==> src/rtl/muldiv_pkg.sv <==
// Shared types and helpers for the multicycle multiply/divide unit.
package muldiv_pkg;

  // Widest value the negate helper handles; covers 2*WIDTH for WIDTH up to 64.
  localparam int unsigned MAX_W = 128;

  typedef enum logic [1:0] {
    OP_MULT  = 2'b00,
    OP_MULTU = 2'b01,
    OP_DIV   = 2'b10,
    OP_DIVU  = 2'b11
  } op_e;

  typedef enum logic [1:0] {
    S_IDLE = 2'b00,
    S_PREP = 2'b01,
    S_RUN  = 2'b10,
    S_FIX  = 2'b11
  } state_e;

  // Two's-complement negate; callers truncate to their own width (low bits are exact).
  function automatic logic [MAX_W-1:0] twos_neg(input logic [MAX_W-1:0] x);
    return ~x + MAX_W'(1);
  endfunction

  function automatic logic op_is_div(input op_e o);
    return o[1];
  endfunction

  function automatic logic op_is_signed(input op_e o);
    return ~o[0];
  endfunction

endpackage

==> src/rtl/muldiv_sign_fix.sv <==
// Combinational sign handling: operand magnitudes on entry, result sign correction on exit.
module muldiv_sign_fix #(
  parameter int unsigned WIDTH = 32
) (
  input  logic               i_signed,
  input  logic [WIDTH-1:0]   i_a,
  input  logic [WIDTH-1:0]   i_b,
  output logic [WIDTH-1:0]   o_mag_a,
  output logic [WIDTH-1:0]   o_mag_b,
  output logic               o_neg_a,
  output logic               o_neg_b,
  input  logic [2*WIDTH-1:0] i_acc,
  input  logic               i_is_div,
  input  logic               i_neg_res,
  input  logic               i_neg_rem,
  output logic [2*WIDTH-1:0] o_fixed
);
  import muldiv_pkg::*;

  localparam int unsigned DW = 2 * WIDTH;

  logic [WIDTH-1:0] w_hi;
  logic [WIDTH-1:0] w_lo;

  // Operand magnitudes; unsigned ops pass through untouched.
  always_comb begin
    o_neg_a = i_signed & i_a[WIDTH-1];
    o_neg_b = i_signed & i_b[WIDTH-1];
    o_mag_a = o_neg_a ? WIDTH'(twos_neg(MAX_W'(i_a))) : i_a;
    o_mag_b = o_neg_b ? WIDTH'(twos_neg(MAX_W'(i_b))) : i_b;
  end

  // Result fix: whole product negated for mult, quotient/remainder independently for div.
  always_comb begin
    w_hi    = i_acc[DW-1:WIDTH];
    w_lo    = i_acc[WIDTH-1:0];
    o_fixed = i_acc;
    if (i_is_div) begin
      if (i_neg_rem) w_hi = WIDTH'(twos_neg(MAX_W'(i_acc[DW-1:WIDTH])));
      if (i_neg_res) w_lo = WIDTH'(twos_neg(MAX_W'(i_acc[WIDTH-1:0])));
      o_fixed = {w_hi, w_lo};
    end else if (i_neg_res) begin
      o_fixed = DW'(twos_neg(MAX_W'(i_acc)));
    end
  end

endmodule

==> src/rtl/muldiv_unit.sv <==
// Multicycle multiply/divide unit driving the CPU HI/LO registers.
module muldiv_unit #(
  parameter int unsigned WIDTH = 32
) (
  input  logic             clock,
  input  logic             reset,
  input  logic             start,
  input  logic [1:0]       op,
  input  logic             abort,
  input  logic [WIDTH-1:0] a_in,
  input  logic [WIDTH-1:0] b_in,
  output logic             busy,
  output logic             done,
  output logic             div_by_zero,
  output logic [WIDTH-1:0] hi_out,
  output logic [WIDTH-1:0] lo_out
);
  import muldiv_pkg::*;

  localparam int unsigned DW    = 2 * WIDTH;
  localparam int unsigned CNT_W = $clog2(WIDTH + 1);

  state_e           r_state;
  op_e              r_op;
  logic [WIDTH-1:0] r_a;
  logic [WIDTH-1:0] r_b;
  logic [DW-1:0]    r_acc;
  logic [CNT_W-1:0] r_cnt;
  logic             r_neg_a;
  logic             r_neg_b;
  logic             r_dbz;
  logic             r_busy;
  logic             r_done;
  logic             r_dbz_out;
  logic [WIDTH-1:0] r_hi;
  logic [WIDTH-1:0] r_lo;

  logic             w_is_div;
  logic             w_signed;
  logic [WIDTH-1:0] w_mag_a;
  logic [WIDTH-1:0] w_mag_b;
  logic             w_neg_a;
  logic             w_neg_b;
  logic [DW-1:0]    w_fixed;
  logic [WIDTH:0]   w_mul_sum;
  logic [DW-1:0]    w_mul_next;
  logic [WIDTH:0]   w_div_rem;
  logic [WIDTH:0]   w_div_diff;
  logic [DW-1:0]    w_div_next;

  assign w_is_div = op_is_div(r_op);
  assign w_signed = op_is_signed(r_op);

  muldiv_sign_fix #(.WIDTH(WIDTH)) u_sign_fix (
    .i_signed  (w_signed),
    .i_a       (r_a),
    .i_b       (r_b),
    .o_mag_a   (w_mag_a),
    .o_mag_b   (w_mag_b),
    .o_neg_a   (w_neg_a),
    .o_neg_b   (w_neg_b),
    .i_acc     (r_acc),
    .i_is_div  (w_is_div),
    .i_neg_res (r_neg_a ^ r_neg_b),
    .i_neg_rem (r_neg_a),
    .o_fixed   (w_fixed)
  );

  // One radix-2 step of each datapath: shift-add multiply, restoring divide.
  always_comb begin
    w_mul_sum  = {1'b0, r_acc[DW-1:WIDTH]} + {1'b0, r_a};
    w_mul_next = r_acc[0] ? {w_mul_sum, r_acc[WIDTH-1:1]} : {1'b0, r_acc[DW-1:1]};
    w_div_rem  = r_acc[DW-1:WIDTH-1];
    w_div_diff = w_div_rem - {1'b0, r_b};
    w_div_next = w_div_diff[WIDTH] ? {w_div_rem[WIDTH-1:0], r_acc[WIDTH-2:0], 1'b0}
                                   : {w_div_diff[WIDTH-1:0], r_acc[WIDTH-2:0], 1'b1};
  end

  // Control FSM with iteration counter, shared accumulator and registered outputs.
  always_ff @(posedge clock or posedge reset) begin
    if (reset) begin
      r_state   <= S_IDLE;
      r_op      <= OP_MULT;
      r_a       <= '0;
      r_b       <= '0;
      r_acc     <= '0;
      r_cnt     <= '0;
      r_neg_a   <= 1'b0;
      r_neg_b   <= 1'b0;
      r_dbz     <= 1'b0;
      r_busy    <= 1'b0;
      r_done    <= 1'b0;
      r_dbz_out <= 1'b0;
      r_hi      <= '0;
      r_lo      <= '0;
    end else begin
      r_done    <= 1'b0;
      r_dbz_out <= 1'b0;
      case (r_state)
        S_IDLE: begin
          if (start) begin
            r_a     <= a_in;
            r_b     <= b_in;
            r_op    <= op_e'(op);
            r_dbz   <= 1'b0;
            r_busy  <= 1'b1;
            r_state <= S_PREP;
          end
        end
        S_PREP: begin
          if (abort) begin
            r_busy  <= 1'b0;
            r_state <= S_IDLE;
          end else begin
            r_a     <= w_mag_a;
            r_b     <= w_mag_b;
            r_neg_a <= w_neg_a;
            r_neg_b <= w_neg_b;
            r_cnt   <= CNT_W'(WIDTH);
            r_acc   <= w_is_div ? {WIDTH'(0), w_mag_a} : {WIDTH'(0), w_mag_b};
            if (w_is_div && (r_b == '0)) begin
              r_dbz   <= 1'b1;
              r_state <= S_FIX;
            end else begin
              r_state <= S_RUN;
            end
          end
        end
        S_RUN: begin
          if (abort) begin
            r_busy  <= 1'b0;
            r_state <= S_IDLE;
          end else begin
            r_acc <= w_is_div ? w_div_next : w_mul_next;
            r_cnt <= r_cnt - CNT_W'(1);
            if (r_cnt == CNT_W'(1)) r_state <= S_FIX;
          end
        end
        S_FIX: begin
          r_busy  <= 1'b0;
          r_state <= S_IDLE;
          if (!abort) begin
            r_done <= 1'b1;
            if (r_dbz) begin
              r_dbz_out <= 1'b1;
            end else begin
              r_hi <= w_fixed[DW-1:WIDTH];
              r_lo <= w_fixed[WIDTH-1:0];
            end
          end
        end
        default: r_state <= S_IDLE;
      endcase
    end
  end

  assign busy        = r_busy;
  assign done        = r_done;
  assign div_by_zero = r_dbz_out;
  assign hi_out      = r_hi;
  assign lo_out      = r_lo;

endmodule

==> config.mk <==
export PLATFORM = sky130hd
export DESIGN_NAME = muldiv_unit
export DESIGN_NICKNAME = d
export VERILOG_FILES = /design/src/rtl/muldiv_pkg.sv /design/src/rtl/muldiv_sign_fix.sv /design/src/rtl/muldiv_unit.sv
export SDC_FILE = /design/constraint.sdc
export NUM_CORES = 1
export LEC_CHECK = 0
export ABC_AREA = 1
export CELL_PAD_IN_SITES_DETAIL_PLACEMENT = 0
export CELL_PAD_IN_SITES_GLOBAL_PLACEMENT = 1
export CORE_ASPECT_RATIO = 0.8
export CORE_MARGIN = 3
export CORE_UTILIZATION = 43
export CTS_BUF_LIST = sky130_fd_sc_hd__clkbuf_4
export DETAILED_ROUTE_END_ITERATION = 8
export PLACE_DENSITY_LB_ADDON = 0.1
export SKIP_LAST_GASP = 1
export SYNTH_ARGS = -nofsm -noshare
export SYNTH_HDL_FRONTEND = slang
export SYNTH_SLANG_ARGS = --single-unit
==> constraint.sdc <==
create_clock -name clock -period 8.1 [get_ports clock]
set_clock_uncertainty 0.1 [all_clocks]
set_input_delay 1.62 -clock clock [delete_from_list [all_inputs] [get_ports clock]]
set_output_delay 1.62 -clock clock [all_outputs]
set_load 0.05 [all_outputs]
# After elaboration in Yosys (flattened, before gate mapping)

Index checks and enable logic that the tools add are counted.
W data, S select, Z words.

$add $sub $neg: 8
Equal/unequal tests: 10
Multiplexer cells: 40
Bitwise operators: 11
Reduce and logical (&&, ||, !) cells: 14

Operators with widths:

| operator                | number |
|---|---|
| $mux W64                | 7 |
| $mux W32                | 9 |
| $add A32 B1 Y32 const B | 4 |
| $not A32 Y32            | 4 |
| $pmux W32 S2            | 2 |
| $pmux W64 S2            | 1 |
| $add A64 B1 Y64 const B | 1 |
| $not A64 Y64            | 1 |
| $add A32 B32 Y33        | 1 |
| $sub A33 B32 Y33        | 1 |
| $logic_not A32 Y1       | 1 |
| $mux W6                 | 2 |
| $pmux W6 S2             | 1 |
| $mux W1                 | 11 |
| $reduce_and A3 Y1       | 3 |
| $mux W2                 | 4 |
| $ne A2 B2 Y1 const B    | 4 |
| $pmux W2 S4             | 1 |
| $reduce_and A2 Y1       | 4 |
| $eq A6 B1 Y1 const B    | 1 |
| $sub A6 B1 Y6 const B   | 1 |
| $eq A2 B2 Y1 const B    | 2 |
| $reduce_and A4 Y1       | 1 |
| $reduce_bool A2 Y1      | 2 |
| other kinds (11)        | 14 |

Bits in registers: 208
Input port bits: 70
Logic and storage cells: 97

# Logic depth before layout (Yosys ltp)

Depth in word-level cells: 6
Mapped depth: 19

# By module

From an unflattened synthesis, not the netlist that was laid out.

Cell total of the unflattened synthesis: 2968
Area, all modules: 19261.0 µm²

By module, submodules not included:

| module          | instances | cells each | area each (µm²) | sequential area each (µm²) |
|---|---|---|---|---|
| muldiv_unit     | 1         | 2091       | 14913.1         | 5205.0 |
| muldiv_sign_fix | 1         | 877        | 4347.9          | 0.0 |

# Worst setup path after synthesis

Ideal clock, no wire load.

Path kind: input port to flip-flop
Start: input abort
End: register r_hi[3], in the netlist hi_out[3]
Library setup time: 82 ps
Arrival: 2583 ps
Setup slack: 5335 ps
Stages: 7
Path through: nor2_1 nand2_1 clkbuf_1 inv_2 clkbuf_1 nor2_1 a31oi_1

Longest elaborated chain between the ends: 2

Ends and longest elaborated chain:

| item                        | RTL line           | text |
|---|---|---|
| start, declared             | muldiv_unit.sv:9   | `input logic abort,` |
| $not A1 Y1 (no line)        | -                  |  |
| $reduce_and A3 Y1 (no line) | -                  |  |
| end signal, assigned        | muldiv_unit.sv:147 | `r_hi <= w_fixed[DW-1:WIDTH];` |
| end, declared               | muldiv_unit.sv:35  | `logic [WIDTH-1:0] r_hi;` |

No other way between the ends.
A chain may end at the register's enable or synchronous reset.

# Worst setup path in the final report

Start: register r_state[1]
End: register r_cnt[5]

Longest elaborated chain between the ends: 3
Elaborated cells between the ends (all ways): 7
Classes of those cells: eq/ne: 4; mux: 1; reduce/logical: 2

Ends and longest elaborated chain:

| item                                                         | RTL line           | text |
|---|---|---|
| start, declared                                              | muldiv_unit.sv:23  | `state_e r_state;` |
| start signal, assigned                                       | muldiv_unit.sv:82  | `r_state <= S_IDLE;` |
| start signal, assigned                                       | muldiv_unit.sv:107 | `r_state <= S_PREP;` |
| start signal, assigned                                       | muldiv_unit.sv:113 | `r_state <= S_IDLE;` |
| $eq A2 B2 Y1 or $eq A2 B1 Y1 (tied branches)                 | muldiv_unit.sv:99  | `case (r_state)` |
| $ne A2 B2 Y1 (no line) or $reduce_bool A2 Y1 (tied branches) | -                  |  |
| $reduce_and A3 Y1 (no line)                                  | -                  |  |
| end signal, assigned                                         | muldiv_unit.sv:119 | `r_cnt <= CNT_W'(WIDTH);` |
| end signal, assigned                                         | muldiv_unit.sv:135 | `r_cnt <= r_cnt - CNT_W'(1);` |
| end, declared                                                | muldiv_unit.sv:28  | `logic [CNT_W-1:0] r_cnt;` |

Parallel ways exist; a longest one is shown, timed or not.

==> flow_metrics.py <==
metrics = {
    "global_route": {
        "met2_usage": 0.489,
        "top_usage_layer": "met1",
        "antenna_found_initial": 3,
        "grt-ovfl-total": 0,
        "grt_usage": 0.336,
        "use_met3": 0.0525,
        "grt_pass1_wl_mm": 124,
        "met1_usage": 0.514,
        "grt_max_degree": 125,
        "grt_pass1_vias": 20400,
    },
    "clock_network": {
        "postCtsHoldBufs": 0,
        "worstSkewPairLatency_ps": 860,
        "cts_resized": 0,
        "post_cts_buffers": 0,
        "tritoncts": "built",
        "clock-sinks": 208,
        "cts.path.max_buffers": 3,
        "cts_htree_levels": 2,
        "numCtsBuffers": 60,
        "cts_root_buf": "clkbuf_4",
        "clk_pin_slew_ps": 70,
    },
    "job": {
        "max_cap_viol_count": 0,
    },
    "placement": {
        "dpl.hpwl_mm": 64.4,
        "numPortBuffers": 136,
        "gp_congestion": 1.02,
        "dp.cells": 3965,
    },
    "floorplan": {
        "core_area_um2": 44800,
        "fp.dieW_um": 245,
        "rows": 69,
        "ioPinCount": 137,
        "dieArea_um2": 48500,
        "dieHeight_um": 198,
        "start_util": 0.440,
    },
    "critical_path": {
        "cpPeakStageDelay_ps": 860,
        "critical_path.max_fanout": 97,
        "crit_chain": "inv_1 > ha_4 > inv_1 > nor2_2 > nor2_4 > buf_4 > inv_2 > nand3_1 > inv_1 > nand2_1 > o21ai_0 > nand3_1",
        "required_ps": 8730,
        "start_kind": "register",
        "crit_path_start": "r_state[1]",
        "r2r-start": "r_state[1]",
        "path_class": "reg -> reg",
        "cpMaxStageDelayCell": "ha_4",
        "cp_data_arrival_time_ps": 4570,
        "cp-end-kind": "register",
        "crit_path_frequent_cell": "inv_1",
    },
    "logic_synthesis": {
        "ys_types": 52,
        "yosysMostFrequentCell": "nand2_1",
        "synth-edff-count": 0,
        "synth_top_area_frac": 0.264,
        "synth_top_flop_cell": "dfrtp_1",
        "synth-seq-cells": 208,
        "ys_warn_count": 0,
        "synth.area.top_cells": "dfrtp_1, nand2_1, inv_1",
        "avgSynthCellArea_um2": 5.94,
        "syn_nets": 3463,
        "yosysTopAreaCell": "dfrtp_1",
        "mappedNetlistArea_um2": 19700,
        "synthTopCellsByCount": "nand2_1, inv_1, nor2_1",
        "ys_seq_area_frac": 0.264,
        "async_flop_share": 1.00,
        "synthCells": 3317,
    },
    "timing": {
        "clock.fmax_ghz": 0.254,
        "slew_violations": 0,
        "setup_tns_ps": 0,
        "rsz0062_at_grt": "no",
        "setup_viol": 0,
        "period_needed_ps": 3940,
        "slew_headroom": 0.218,
        "tightest_slew_ps": 1170,
        "period_share": 0.486,
        "hold_viol_final": 0,
    },
    "layout": {
        "layout-drive-gt1-share": 0.0551,
        "final_cell_count_no_fill": 4070,
        "areaGrowthSynthToFinish_pct": 12.9,
        "num-fill-cells": 4766,
        "num-nets-final": 3570,
    },
    "drt": {
        "first_pass_iters": 8,
        "detail_route.wl_per_cell_um": 20.5,
        "ant_nets": 0,
        "vias": 22700,
        "drt_iter0_drc": 2592,
        "drcViolationCount": 0,
        "vias_per_cell": 5.58,
        "wl_mm": 83.4,
    },
    "hold_path": {
        "hold_start": "hi_out[14]",
        "hp-class": "reg -> reg",
    },
    "run_status": {
        "outcome": "complete, no violations",
    },
}
[critical path, delay by kind of cell, from the launching register on]
family / cells / cell delay [ps]
AOI/OAI and AO/OA: 1 / 180
adders and majority gates: 1 / 860
buffers and inverters: 5 / 1420
and+or+nand+nor: 5 / 810
DFF: 1 / 400
[kinds of logic (layout without fill, tap and decap cells)]
group                    Yosys count  count (layout)  synth area share
AND/OR/NAND/NOR                 1885            1885             0.399
buffers and inverters            586             734             0.116
AO/OA/AOI/OAI                    473             473             0.132
flip-flops                       208             208             0.264
XOR/XNOR                          89              89            0.0395
adder cells (fa/ha/maj)           76              76            0.0490
other                              0               2                 0
[path summary, 6_finish.rpt]
path                         endpoint  slack [ps]  cells past startpoint
setup / recovery             r_cnt[5]        4160                     12
hold / removal             hi_out[14]         380                      2
setup reg to reg             r_cnt[5]        4160                     12
hold reg to reg            hi_out[14]         380                      2
max in group asynchronous  hi_out[22]        5210                      3
min in group asynchronous     r_a[28]        1220                      2
[routing by layer]
layer | up-vias | routed length (µm) | part of all wire
met4 | 2 | 1980 | 0.024
met1 | 10700 | 38800 | 0.46
met3 | 118 | 8290 | 0.099
met2 | 1102 | 34400 | 0.41
li1 | 10800 | - | -
met5 | - | 13 | 0.00016
[registers in the layout, indices dropped and copies added, names as in the netlist]
signal and count:
r_acc 64, busy 1, r_neg_b 1, r_dbz 1, r_a 32, r_neg_a 1
r_cnt 6, div_by_zero 1, r_state 2, hi_out 32, r_b 32, lo_out 32
r_op 2, done 1
[layout make-up]
type	count	area (µm²)	area share
clock buffer	88	661	0.0297
sequential	208	5210	0.234
clock inverter	15	80.1	0.00360
antenna	2	5.00	0.000225
multi-input combinational	2523	12200	0.550
timing repair buffer	159	1530	0.0689
inverter	472	1780	0.0800
tap	603	754	0.0339
[metrics by stage]
| stage | setup slack (ps) | area (µm²) | util | hold slack, ps |
|---|---|---|---|---|
| 4_1_cts | 4250 | 22300 | 0.497 | 387 |
| 5_1_grt | 3800 | 22300 | 0.497 | 406 |
| 3_3_place_gp | 3780 | 21500 | 0.480 | 370 |
| 2_1_floorplan | 699 | 19700 | - | 373 |
| 3_5_place_dp | 3700 | 21500 | 0.480 | 369 |
| 6_report | 4160 | 22300 | 0.497 | 382 |
[placed cells by master, fill, tap and decap left out, types with 43 or more instances in the layout]
| cell | count |
|---|---|
| xor2_1 | 78 |
| a21oi_1 | 171 |
| clkdlybuf4s50_1 | 136 |
| nor2_1 | 322 |
| clkbuf_4 | 88 |
| nand4_1 | 43 |
| inv_1 | 454 |
| o21ai_0 | 178 |
| dfrtp_1 | 207 |
| nand2_1 | 1107 |
| nand3_1 | 296 |
| ha_1 | 73 |
Power is left out: the tool's default activity adds up to more than one toggle a clock period on the data nets, which glitch-free logic cannot reach.
